===== src/rtl/vga_pkg.sv =====
// Shared constants and pixel types for the VGA output stage.
// Timing defaults describe 640x480@60 with one pixel per clock.
package vga_pkg;

   localparam int H_ACTIVE = 640;
   localparam int H_FP     = 16;
   localparam int H_SYNC   = 96;
   localparam int H_BP     = 48;
   localparam int H_TOTAL  = H_ACTIVE + H_FP + H_SYNC + H_BP;

   localparam int V_ACTIVE = 480;
   localparam int V_FP     = 10;
   localparam int V_SYNC   = 2;
   localparam int V_BP     = 33;
   localparam int V_TOTAL  = V_ACTIVE + V_FP + V_SYNC + V_BP;

   localparam int FIFO_DEPTH = 4;
   localparam int FIFO_AW    = 2;

   localparam int R_MSB = 7;
   localparam int R_LSB = 6;
   localparam int G_MSB = 5;
   localparam int G_LSB = 4;
   localparam int B_MSB = 3;
   localparam int B_LSB = 2;

   typedef logic [7:0] pixel_t;

   typedef struct packed {
      logic [1:0] r;
      logic [1:0] g;
      logic [1:0] b;
   } rgb_t;

   // Bits [1:0] of a pixel carry nothing and are dropped here.
   function automatic rgb_t px_rgb(input pixel_t p);
      rgb_t c;
      c.r = p[R_MSB:R_LSB];
      c.g = p[G_MSB:G_LSB];
      c.b = p[B_MSB:B_LSB];
      return c;
   endfunction

endpackage


===== src/rtl/vga_out_if.sv =====
// Pixel handshake from the upstream processing unit.
// Upstream holds stb/data until it sees a one-cycle ack.
interface vga_out_if;
   import vga_pkg::*;

   pixel_t data_i;
   logic   stb_i;
   logic   ack_i;

   modport master (
      output data_i,
      output stb_i,
      input  ack_i
   );

   modport slave (
      input  data_i,
      input  stb_i,
      output ack_i
   );

endinterface


===== src/rtl/pixel_fifo.sv =====
// Small synchronous pixel FIFO with an occupancy count.
// Caller never pushes when full nor pops when empty.
module pixel_fifo
   import vga_pkg::*;
#(
   parameter int DEPTH = FIFO_DEPTH,
   parameter int AW    = FIFO_AW
)
(
   input  logic          clk,
   input  logic          rst,
   input  logic          push,
   input  pixel_t        wdata,
   input  logic          pop,
   output pixel_t        rdata,
   output logic          full,
   output logic          empty,
   output logic [AW:0]   count
);

   localparam logic [AW:0] FULL_CNT = (AW+1)'(DEPTH);

   pixel_t        mem [DEPTH];
   logic [AW-1:0] wr_ptr;
   logic [AW-1:0] rd_ptr;

   assign full  = (count == FULL_CNT);
   assign empty = (count == '0);
   assign rdata = mem[rd_ptr];

   // Pointers wrap naturally; count moves only on an unpaired push or pop.
   always_ff @(posedge clk or negedge rst) begin
      if (!rst) begin
         wr_ptr <= '0;
         rd_ptr <= '0;
         count  <= '0;
      end else begin
         if (push) wr_ptr <= wr_ptr + 1'b1;
         if (pop)  rd_ptr <= rd_ptr + 1'b1;
         case ({push, pop})
            2'b10:   count <= count + 1'b1;
            2'b01:   count <= count - 1'b1;
            default: count <= count;
         endcase
      end
   end

   // Storage; cleared on reset so discarded pixels never reappear.
   always_ff @(posedge clk or negedge rst) begin
      if (!rst) begin
         for (int i = 0; i < DEPTH; i++) mem[i] <= '0;
      end else if (push) begin
         mem[wr_ptr] <= wdata;
      end
   end

endmodule


===== src/rtl/vga_out.sv =====
// Final pixel stage: raster counters, sync generation and pixel FIFO.
// All video outputs are registered one cycle after the raster position.
module vga_out
   import vga_pkg::pixel_t;
   import vga_pkg::rgb_t;
   import vga_pkg::px_rgb;
#(
   parameter int H_ACTIVE   = vga_pkg::H_ACTIVE,
   parameter int H_FP       = vga_pkg::H_FP,
   parameter int H_SYNC     = vga_pkg::H_SYNC,
   parameter int H_BP       = vga_pkg::H_BP,
   parameter int V_ACTIVE   = vga_pkg::V_ACTIVE,
   parameter int V_FP       = vga_pkg::V_FP,
   parameter int V_SYNC     = vga_pkg::V_SYNC,
   parameter int V_BP       = vga_pkg::V_BP,
   parameter int FIFO_DEPTH = vga_pkg::FIFO_DEPTH,
   parameter int FIFO_AW    = vga_pkg::FIFO_AW
)
(
   input  logic       clk,
   input  logic       rst,
   vga_out_if.slave   up,
   output logic       frame_sync,
   output logic [1:0] vga_r,
   output logic [1:0] vga_g,
   output logic [1:0] vga_b,
   output logic       hsync,
   output logic       vsync,
   output logic       de,
   output logic       underflow
);

   localparam logic [9:0] HA    = 10'(H_ACTIVE);
   localparam logic [9:0] VA    = 10'(V_ACTIVE);
   localparam logic [9:0] HS0   = 10'(H_ACTIVE + H_FP);
   localparam logic [9:0] HS1   = 10'(H_ACTIVE + H_FP + H_SYNC);
   localparam logic [9:0] VS0   = 10'(V_ACTIVE + V_FP);
   localparam logic [9:0] VS1   = 10'(V_ACTIVE + V_FP + V_SYNC);
   localparam logic [9:0] HT_M1 = 10'(H_ACTIVE + H_FP + H_SYNC + H_BP - 1);
   localparam logic [9:0] VT_M1 = 10'(V_ACTIVE + V_FP + V_SYNC + V_BP - 1);

   logic [9:0]       sx;
   logic [9:0]       sy;
   logic             end_x;
   logic             end_y;
   logic             visible;
   logic             hs_n;
   logic             vs_n;
   logic             accept;
   logic             pop;
   logic             full;
   logic             empty;
   logic             fifo_dry;
   logic [FIFO_AW:0] count;
   pixel_t           rdata;
   rgb_t             px;

   assign end_x    = (sx == HT_M1);
   assign end_y    = (sy == VT_M1);
   assign visible  = (sx < HA) && (sy < VA);
   assign hs_n     = !((sx >= HS0) && (sx < HS1));
   assign vs_n     = !((sy >= VS0) && (sy < VS1));
   assign accept   = up.stb_i && !up.ack_i && !full;
   assign pop      = visible && !empty;
   assign fifo_dry = (count == '0);
   assign px       = px_rgb(rdata);

   pixel_fifo #(
      .DEPTH (FIFO_DEPTH),
      .AW    (FIFO_AW)
   ) u_fifo (
      .clk   (clk),
      .rst   (rst),
      .push  (accept),
      .wdata (up.data_i),
      .pop   (pop),
      .rdata (rdata),
      .full  (full),
      .empty (empty),
      .count (count)
   );

   // Raster position: sx runs every clock, sy steps on each line wrap.
   always_ff @(posedge clk or negedge rst) begin
      if (!rst) begin
         sx <= '0;
         sy <= '0;
      end else if (end_x) begin
         sx <= '0;
         sy <= end_y ? '0 : sy + 1'b1;
      end else begin
         sx <= sx + 1'b1;
      end
   end

   // One-cycle accept pulse; also blocks a back-to-back accept.
   always_ff @(posedge clk or negedge rst) begin
      if (!rst) up.ack_i <= 1'b0;
      else      up.ack_i <= accept;
   end

   // Registered video outputs, sticky underflow on a starved visible pixel.
   always_ff @(posedge clk or negedge rst) begin
      if (!rst) begin
         vga_r      <= '0;
         vga_g      <= '0;
         vga_b      <= '0;
         hsync      <= 1'b1;
         vsync      <= 1'b1;
         de         <= 1'b0;
         frame_sync <= 1'b0;
         underflow  <= 1'b0;
      end else begin
         de         <= visible;
         hsync      <= hs_n;
         vsync      <= vs_n;
         frame_sync <= end_x && end_y;
         if (pop) begin
            vga_r <= px.r;
            vga_g <= px.g;
            vga_b <= px.b;
         end else begin
            vga_r <= '0;
            vga_g <= '0;
            vga_b <= '0;
         end
         if (visible && fifo_dry) underflow <= 1'b1;
      end
   end

endmodule


===== src/flat_wrapper.sv =====
// flat-port wrapper written by rule: the top's interface ports become plain ports
module vga_out_flat import vga_pkg::pixel_t; import vga_pkg::rgb_t; import vga_pkg::px_rgb;
#(
   parameter int H_ACTIVE   = vga_pkg::H_ACTIVE,
   parameter int H_FP       = vga_pkg::H_FP,
   parameter int H_SYNC     = vga_pkg::H_SYNC,
   parameter int H_BP       = vga_pkg::H_BP,
   parameter int V_ACTIVE   = vga_pkg::V_ACTIVE,
   parameter int V_FP       = vga_pkg::V_FP,
   parameter int V_SYNC     = vga_pkg::V_SYNC,
   parameter int V_BP       = vga_pkg::V_BP,
   parameter int FIFO_DEPTH = vga_pkg::FIFO_DEPTH,
   parameter int FIFO_AW    = vga_pkg::FIFO_AW
)
  (clk, rst, frame_sync, vga_r, vga_g, vga_b, hsync, vsync, de, underflow, up_data_i, up_stb_i, up_ack_i);
  vga_out_if up_i ();
  input  logic clk;
  input  logic rst;
  output logic frame_sync;
  output logic [1:0] vga_r;
  output logic [1:0] vga_g;
  output logic [1:0] vga_b;
  output logic hsync;
  output logic vsync;
  output logic de;
  output logic underflow;
  input wire logic [$bits(up_i.data_i)-1:0] up_data_i;
  input wire logic [$bits(up_i.stb_i)-1:0] up_stb_i;
  output wire logic [$bits(up_i.ack_i)-1:0] up_ack_i;
  assign up_i.data_i = up_data_i;
  assign up_i.stb_i = up_stb_i;
  assign up_ack_i = up_i.ack_i;
  vga_out #(.H_ACTIVE(H_ACTIVE), .H_FP(H_FP), .H_SYNC(H_SYNC), .H_BP(H_BP), .V_ACTIVE(V_ACTIVE), .V_FP(V_FP), .V_SYNC(V_SYNC), .V_BP(V_BP), .FIFO_DEPTH(FIFO_DEPTH), .FIFO_AW(FIFO_AW)) u_core (.clk(clk), .rst(rst), .up(up_i), .frame_sync(frame_sync), .vga_r(vga_r), .vga_g(vga_g), .vga_b(vga_b), .hsync(hsync), .vsync(vsync), .de(de), .underflow(underflow));
endmodule

===== config.mk =====
export PLATFORM = sky130hd
export DESIGN_NAME = vga_out_flat
export DESIGN_NICKNAME = d
export VERILOG_FILES = /design/src/rtl/vga_pkg.sv /design/src/rtl/vga_out_if.sv /design/src/rtl/pixel_fifo.sv /design/src/rtl/vga_out.sv /design/src/flat_wrapper.sv
export SDC_FILE = /design/constraint.sdc
export NUM_CORES = 1
export LEC_CHECK = 0
export CAP_MARGIN = 10
export CORE_UTILIZATION = 25
export DETAILED_ROUTE_END_ITERATION = 8
export GPL_TIMING_DRIVEN = 0
export PLACE_DENSITY = 0.46
export SKIP_LAST_GASP = 1
export SYNTH_ARGS = -nofsm -noshare
export SYNTH_HDL_FRONTEND = slang
export SYNTH_SLANG_ARGS = --single-unit

===== constraint.sdc =====
create_clock -name clk -period 2.6 [get_ports clk]
set_input_delay 0.39 -clock clk [delete_from_list [all_inputs] [get_ports clk]]
set_output_delay 0.39 -clock clk [all_outputs]
set_load 0.005 [all_outputs]

==> flow_summary_export.csv, run 1 <==
group,metric,value,unit
die,rows,38,
grt,grt_first_pass_wirelength,8694,um
layout,fillCellCount,1089,
timing,rsz0062_at_grt,"false",
drt,vias,1741,
layout,nNetsFinal,273,
timing,setup_viol,0,
die,ios,23,
setup_path,worstPathRequired,2.84,ns
timing,finalCritPeriodShare,85.54,%
timing,fin_skew,0.009302,ns
synth,ys_top_cells_by_count,"dfrtp_1 (61), mux2_2 (24), inv_1 (14)",
layout,multi_input_area,1191,um^2
timing,setup_ws,0.3761,ns
die,initial_core_util,25.89,%
synth,synthCells,220,
clock_network,clkLatencyLatePin,0.32,ns
die,core,10980,um^2
layout,register_area,1579,um^2
die,die_w,108.7,um
clock_network,cts_root_buffer,"clkbuf_16",
setup_path,arrival,2.47,ns
placed_design,portBuffers,20,
clock_network,clk_pin_slew,0.05,ns
drt,drt-initial-drc-count,79,
die,dieArea,11810,um^2
clock_network,ctsHoldBuffers,0,
layout,layout-drive-gt1-share,22.18,%
synth,synthFlopType,"dfrtp_1",
clock_network,cts_tree,"done",
clock_network,cts_buffers,9,
placed_design,hpwlAfterDp,3438,um
drt,avgViaCountPerCell,4.385,
synth,synth_edf_count,0,
grt,grt_pass1_vias,1677,
synth,syn-num-nets,241,
synth,yosys.cell_count.top_type,"dfrtp_1",
clock_network,htreeDepth,3,
synth,yosys-top-cells-area,"dfrtp_1 (54%), mux2_2 (9.5%), mux4_2 (4.8%), xnor2_1 (4.0%), ha_1 (4.0%)",
placed_design,postPlaceCellArea,3217,um^2
synth,yosysTopAreaCellShare,53.67,%
timing,min_period,2.224,ns
clock_network,clock_sinks,63,
die,die_h,108.7,um
timing,slew_headroom,46.47,%
setup_path,end_kind,"flop",
layout,diodes,0,
clock_network,cts_buffer_depth,2,
setup_path,criticalPathCategory,"reg2reg",
run,maxCapViolCount,0,
timing,worst_pin_slew,0.8030,ns
grt,gr-usage-all-layers,10.04,%
placed_design,post-place-ws,-0.03180,ns
pwr,p_leak,1.477,nW
timing,hold_violations,0,
drt,ant_nets,0,
synth,ys_warn_count,0,
placed_design,gp_congestion,0.7077,
grt,antenna_found_initial,0,
drt,firstDrtPassIters,4,
drt,route.detailed.drc,0,
synth,async_flop_share,100.0,%
setup_path,start_kind,"flop",
timing,drv_slew,0,
synth,avgSynthCellArea,12.93,um^2
layout,final_cell_area,3541,um^2
synth,yosysTopAreaCell,"dfrtp_1",
pwr,p_per_area,1049,nW/um^2
layout,area_delta_synth_final,24.51,%
synth,synth-seq-cells,63,
timing,fmax,449.7,MHz
drt,avgRoutedWirePerCell,13.14,um
synth,ys_types,39,
synth,yosysSeqAreaShare,55.52,%
pwr,finalPower,0.003714,W
drt,wl,5217,um
synth,syn_area,2844,um^2
min_path,hp-class,"in2async",
timing,tns,0,ns
grt,grt_max_degree,64,
outcome,status,"finished, final reports clean",
setup_path,critPathMaxFanout,5,
grt,grt_overflow,0,
pwr,ir_drop,0.3987,mV
==> what timing repair did <==
| action | 4_1_cts | 5_1_grt |
|---|---|---|
| buffers inserted | 1 | 0 |
| endpoints found under the hold margin | 0 | 0 |
| gates resized for setup | 0 | 0 |
| endpoints found under the setup margin | 1 | 0 |
==> final timing paths <==
kind                                       start                endpoint  slack [ns]  depth (start not counted)
worst max-delay path                u_core.sy[5]  u_core.u_fifo.count[2]        0.38                          9
worst min-delay path                         rst    u_core.u_fifo.mem[5]        0.16                          1
worst max register to register      u_core.sy[5]  u_core.u_fifo.count[2]        0.38                          9
worst min register to register  u_core.underflow        u_core.underflow        0.46                          1
max in group asynchronous                    rst            u_core.sy[0]        1.91                          1
min in group clk                u_core.underflow        u_core.underflow        0.46                          1
==> report_power, final <==
group / leakage (nW) / internal (W) / switching (W)
clock: 0.157 / 0.000861 / 0.000400
sequential: 0.774 / 0.00129 / 0.000146
combinational: 0.547 / 0.000603 / 0.000413
==> flip-flops by register name, summed over array words and instances (netlist names) <==
name and count:
u_core.de 1, u_core.frame_sync 1, u_core.hsync 1, u_core.sx 10
u_core.sy 10, u_core.u_fifo.count 3, u_core.u_fifo.mem 24, u_core.u_fifo.rd_ptr 2
u_core.u_fifo.wr_ptr 2, u_core.underflow 1, u_core.up.ack_i 1, u_core.vga_b 2
u_core.vga_g 2, u_core.vga_r 2, u_core.vsync 1
==> worst max-delay path, stage by stage, from the launching register on <==
cell and delay, ns:
dfrtp_1 0.42, and4_1 0.22, clkbuf_1 0.16, nor4_4 0.26
ha_1 0.22, inv_1 0.06, fa_1 0.38, xor2_1 0.15
nor2_1 0.11, xor2_1 0.15
==> kinds of logic (layout without fill, tap and decap cells) <==
| logic type | after synthesis | count (layout) | share of synthesized area [%] |
|---|---|---|---|
| muxes | 30 | 30 | 14.25 |
| adders and majority gates | 10 | 10 | 4.664 |
| AOI/OAI and AO/OA | 13 | 13 | 3.520 |
| xor gates and xnor gates | 19 | 19 | 5.851 |
| and+or+nand+nor | 66 | 66 | 13.60 |
| DFF | 63 | 63 | 55.52 |
| buffers and inverters | 19 | 56 | 2.596 |
==> layout by cell type (no fill, tap or decap), drive strengths merged, types with 5 or more instances in the layout <==
cell           Yosys  final
o21ai              7      7
buf                3      5
xor2               6      6
clkbuf             2     14
nor2              11     11
ha                 9      9
xnor2             13     13
nand3             10     10
nand2             12     12
clkdlybuf4s50      0     19
mux4               6      6
dfrtp             61     61
inv               14     14
and2               6      6
mux2              24     24
==> area by class of cell <==
class / instances / share of cell area (%)
plain buffers: 5 / 0.6007
clock buffers: 12 / 6.961
clock inverters: 4 / 1.979
inverters: 14 / 1.484
multi-input cells: 138 / 33.64
flip-flops and latches: 63 / 44.59
well taps: 140 / 4.947
repair buffers: 21 / 5.795
==> metal layers <==
layer	global-route usage, %	share of wire [%]	vias up
li1	-	-	836
met1	13.33	51	875
met2	14.60	44	28
met3	4.065	4.2	2
met4	3.764	0.84	0
met5	0	0	-
==> metrics by stage <==
stage          hold WS, ns  util [%]  cells
5_1_grt             0.2332     32.24    397
3_5_place_dp        0.4575     29.29    380
6_report            0.1555     32.24    397
4_1_cts             0.2005     32.24    397
3_3_place_gp        0.4499     29.31    380
2_1_floorplan      0.09441         -    220
No activity file was read; power rests on OpenSTA's default activity.
==> run 2, diff against run 1 <==
--- a/config.mk
+++ b/config.mk
@@ -6,10 +6,11 @@
 export NUM_CORES = 1
 export LEC_CHECK = 0
 export CAP_MARGIN = 10
-export CORE_UTILIZATION = 25
+export CORE_UTILIZATION = 57
 export DETAILED_ROUTE_END_ITERATION = 8
 export GPL_TIMING_DRIVEN = 0
-export PLACE_DENSITY = 0.46
+export PLACE_DENSITY = 0.83
+export REMOVE_ABC_BUFFERS = 1
 export SKIP_LAST_GASP = 1
 export SYNTH_ARGS = -nofsm -noshare
 export SYNTH_HDL_FRONTEND = slang
==> run 2 against run 1 <==
  * Power shrank 10%
  * Non-clock buffer count shrank 3
  * Cell count shrank 19%
  * Routed wire length shrank 5.3%
  * Sequential power grew 4%
  * Final area shrank 5.5%
  * Critical path type unchanged
  * First-iteration DRC count grew 58%
  * Sequential cell count is the same
  * Clock skew shrank 0.0064 ns
  * Global-route usage grew 12 points
==> flow_summary_export.csv, run 2 (synthesis gave the netlist of run 1 again) <==
group,metric,value,unit
clock_network,htreeDepth,3,
clock_network,post_cts_resized,0,
pwr,p_clk_share,26.1,%
drt,route.detailed.drc,0,
pwr,internal_power,0.002385,W
setup_path,critPathMaxFanout,5,
setup_path,critPathTopFamily,"simple AND/OR/NAND/NOR gates",
grt,grt_pass1_vias,1762,
die,die_w,72.64,um
placed_design,hpwlAfterDp,3214,um
placed_design,portBuffers,20,
die,core,4755,um^2
timing,rsz0062_at_grt,"false",
drt,drt-initial-drc-count,125,
pwr,finalPower,0.003330,W
clock_network,clk_pin_slew,0.07,ns
clock_network,cts_tree,"done",
timing,hold_violations,0,
timing,fmax,443.7,MHz
layout,fillCellCount,350,
pwr,p_per_area,995.8,nW/um^2
grt,grt_first_pass_wirelength,8293,um
run,maxCapViolCount,0,
layout,instances_no_fill,321,
drt,avgViaCountPerCell,5.533,
layout,final_cell_area,3344,um^2
timing,fin_skew,0.002881,ns
setup_path,criticalPathCategory,"reg2reg",
die,rows,25,
setup_path,cp_cell_sequence,"and4_1 > nor4_4 > ha_1 > inv_1 > fa_1 > xor2_1 > nor2_1 > xor2_1",
pwr,ir_drop,0.6392,mV
placed_design,gp_congestion,0.7445,
timing,setup_viol,0,
layout,diodes,0,
layout,top_regs,"u_core.u_fifo.mem x24, u_core.sx x10, u_core.sy x10",
pwr,p_leak,1.431,nW
placed_design,dp_cells,303,
pwr,switching_share,28.38,%
die,ios,23,
drt,wl,4940,um
timing,min_period,2.254,ns
placed_design,postPlaceCellArea,3122,um^2
layout,layout-drive-gt1-share,23.23,%
layout,nNetsFinal,270,
timing,slew_headroom,61.11,%
grt,grt_max_degree,40,
grt,gr-usage-all-layers,21.84,%
setup_path,slowest_delay,0.44,ns
setup_path,worstPathRequired,2.87,ns
pwr,power_switching,0.0009452,W
setup_path,path_buf_inv,1,
outcome,status,"finished, final reports clean",
clock_network,cts_buffer_depth,2,
layout,area_delta_synth_final,17.60,%
clock_network,clkLatencyLatePin,0.34,ns
clock_network,cts_setup_buffers,0,
pwr,p_comb_share,29.0,%
timing,drv_slew,0,
die,dieArea,5276,um^2
drt,ant_nets,0,
die,initial_core_util,59.82,%
clock_network,clock_sinks,63,
setup_path,start_kind,"flop",
layout,mostFrequentLayoutCell,"dfrtp_1",
clock_network,ctsHoldBuffers,0,
setup_path,crit_top_cell,"xor2_1",
die,die_h,72.64,um
pwr,seqPwrFrac,44.9,%
timing,hold_ws,0.03822,ns
setup_path,arrival,2.52,ns
grt,antenna_found_initial,0,
drt,vias,1776,
min_path,hp-class,"in2async",
timing,worst_pin_slew,0.5802,ns
drt,avgRoutedWirePerCell,15.39,um
clock_network,cts_buffers,9,
drt,firstDrtPassIters,4,
timing,finalCritPeriodShare,86.68,%
grt,grt_overflow,0,
layout,layout_common_cells,"dfrtp_1 (61), mux2_2 (24), clkdlybuf4s50_1 (19)",
layout,largest_register,"u_core.u_fifo.mem",
layout,largest_reg_flops,24,
setup_path,end_kind,"flop",
setup_path,slowest_stage,"dfrtp_1",
setup_path,rrSetupSlack,0.35,ns
clock_network,cts_root_buffer,"clkbuf_8",
-- run 2: cell count changes in the layout (fill, tap and decap cells not counted), sizes merged --
cell,before,now
buf,5,4
bufinv,2,1
clkinv,2,3
clkinvlp,0,1
clkbuf,14,11
-- run 2: through the flow --
stage	setup TNS, ns	utilization, %	setup slack, ns
6_report	0	70.34	0.3464
5_1_grt	0	70.34	0.2283
4_1_cts	0	70.03	0.05089
3_5_place_dp	0	65.66	0.1081
3_3_place_gp	-50.85	65.34	-0.8322
2_1_floorplan	0	-	0.4320
-- run 2: worst paths after layout --
path                                  startpoint                     end  cells after the start
max in group asynchronous                    rst   u_core.u_fifo.mem[21]                      2
worst max-delay path                u_core.sy[5]  u_core.u_fifo.count[2]                      8
min in group clk                u_core.underflow        u_core.underflow                      1
worst max register to register      u_core.sy[5]  u_core.u_fifo.count[2]                      8
worst min register to register  u_core.underflow        u_core.underflow                      1
worst min-delay path                         rst            u_core.sy[1]                      1
-- run 2: area by class of cell --
cell class                 count  area [um^2]  area share, %
multi-input combinational    138         1191          35.62
tap                           67        83.83          2.507
clock inverter                 5        56.30          1.684
clock buffer                  11        151.4          4.527
timing repair buffer          23        230.2          6.884
sequential                    63         1579          47.21
inverter                      14        52.55          1.571
-- run 2: routing by layer --
metal  GRT usage [%]  wire [um]
met1           27.95       2306
met2           33.75       2385
met3           7.735        173
met4           9.586         74
met5               0          0
-- run 2: power groups by stage --
stage | Combinational, W | Sequential (W) | Clock (W)
after floorplan | 0.000697 | 0.00146 | 0
after global placement | 0.000899 | 0.00149 | 0
after detailed placement | 0.000947 | 0.00151 | 0
after CTS | 0.000961 | 0.00149 | 0.000885
after global routing | 0.00107 | 0.00153 | 0.000937
final | 0.000965 | 0.00150 | 0.000871
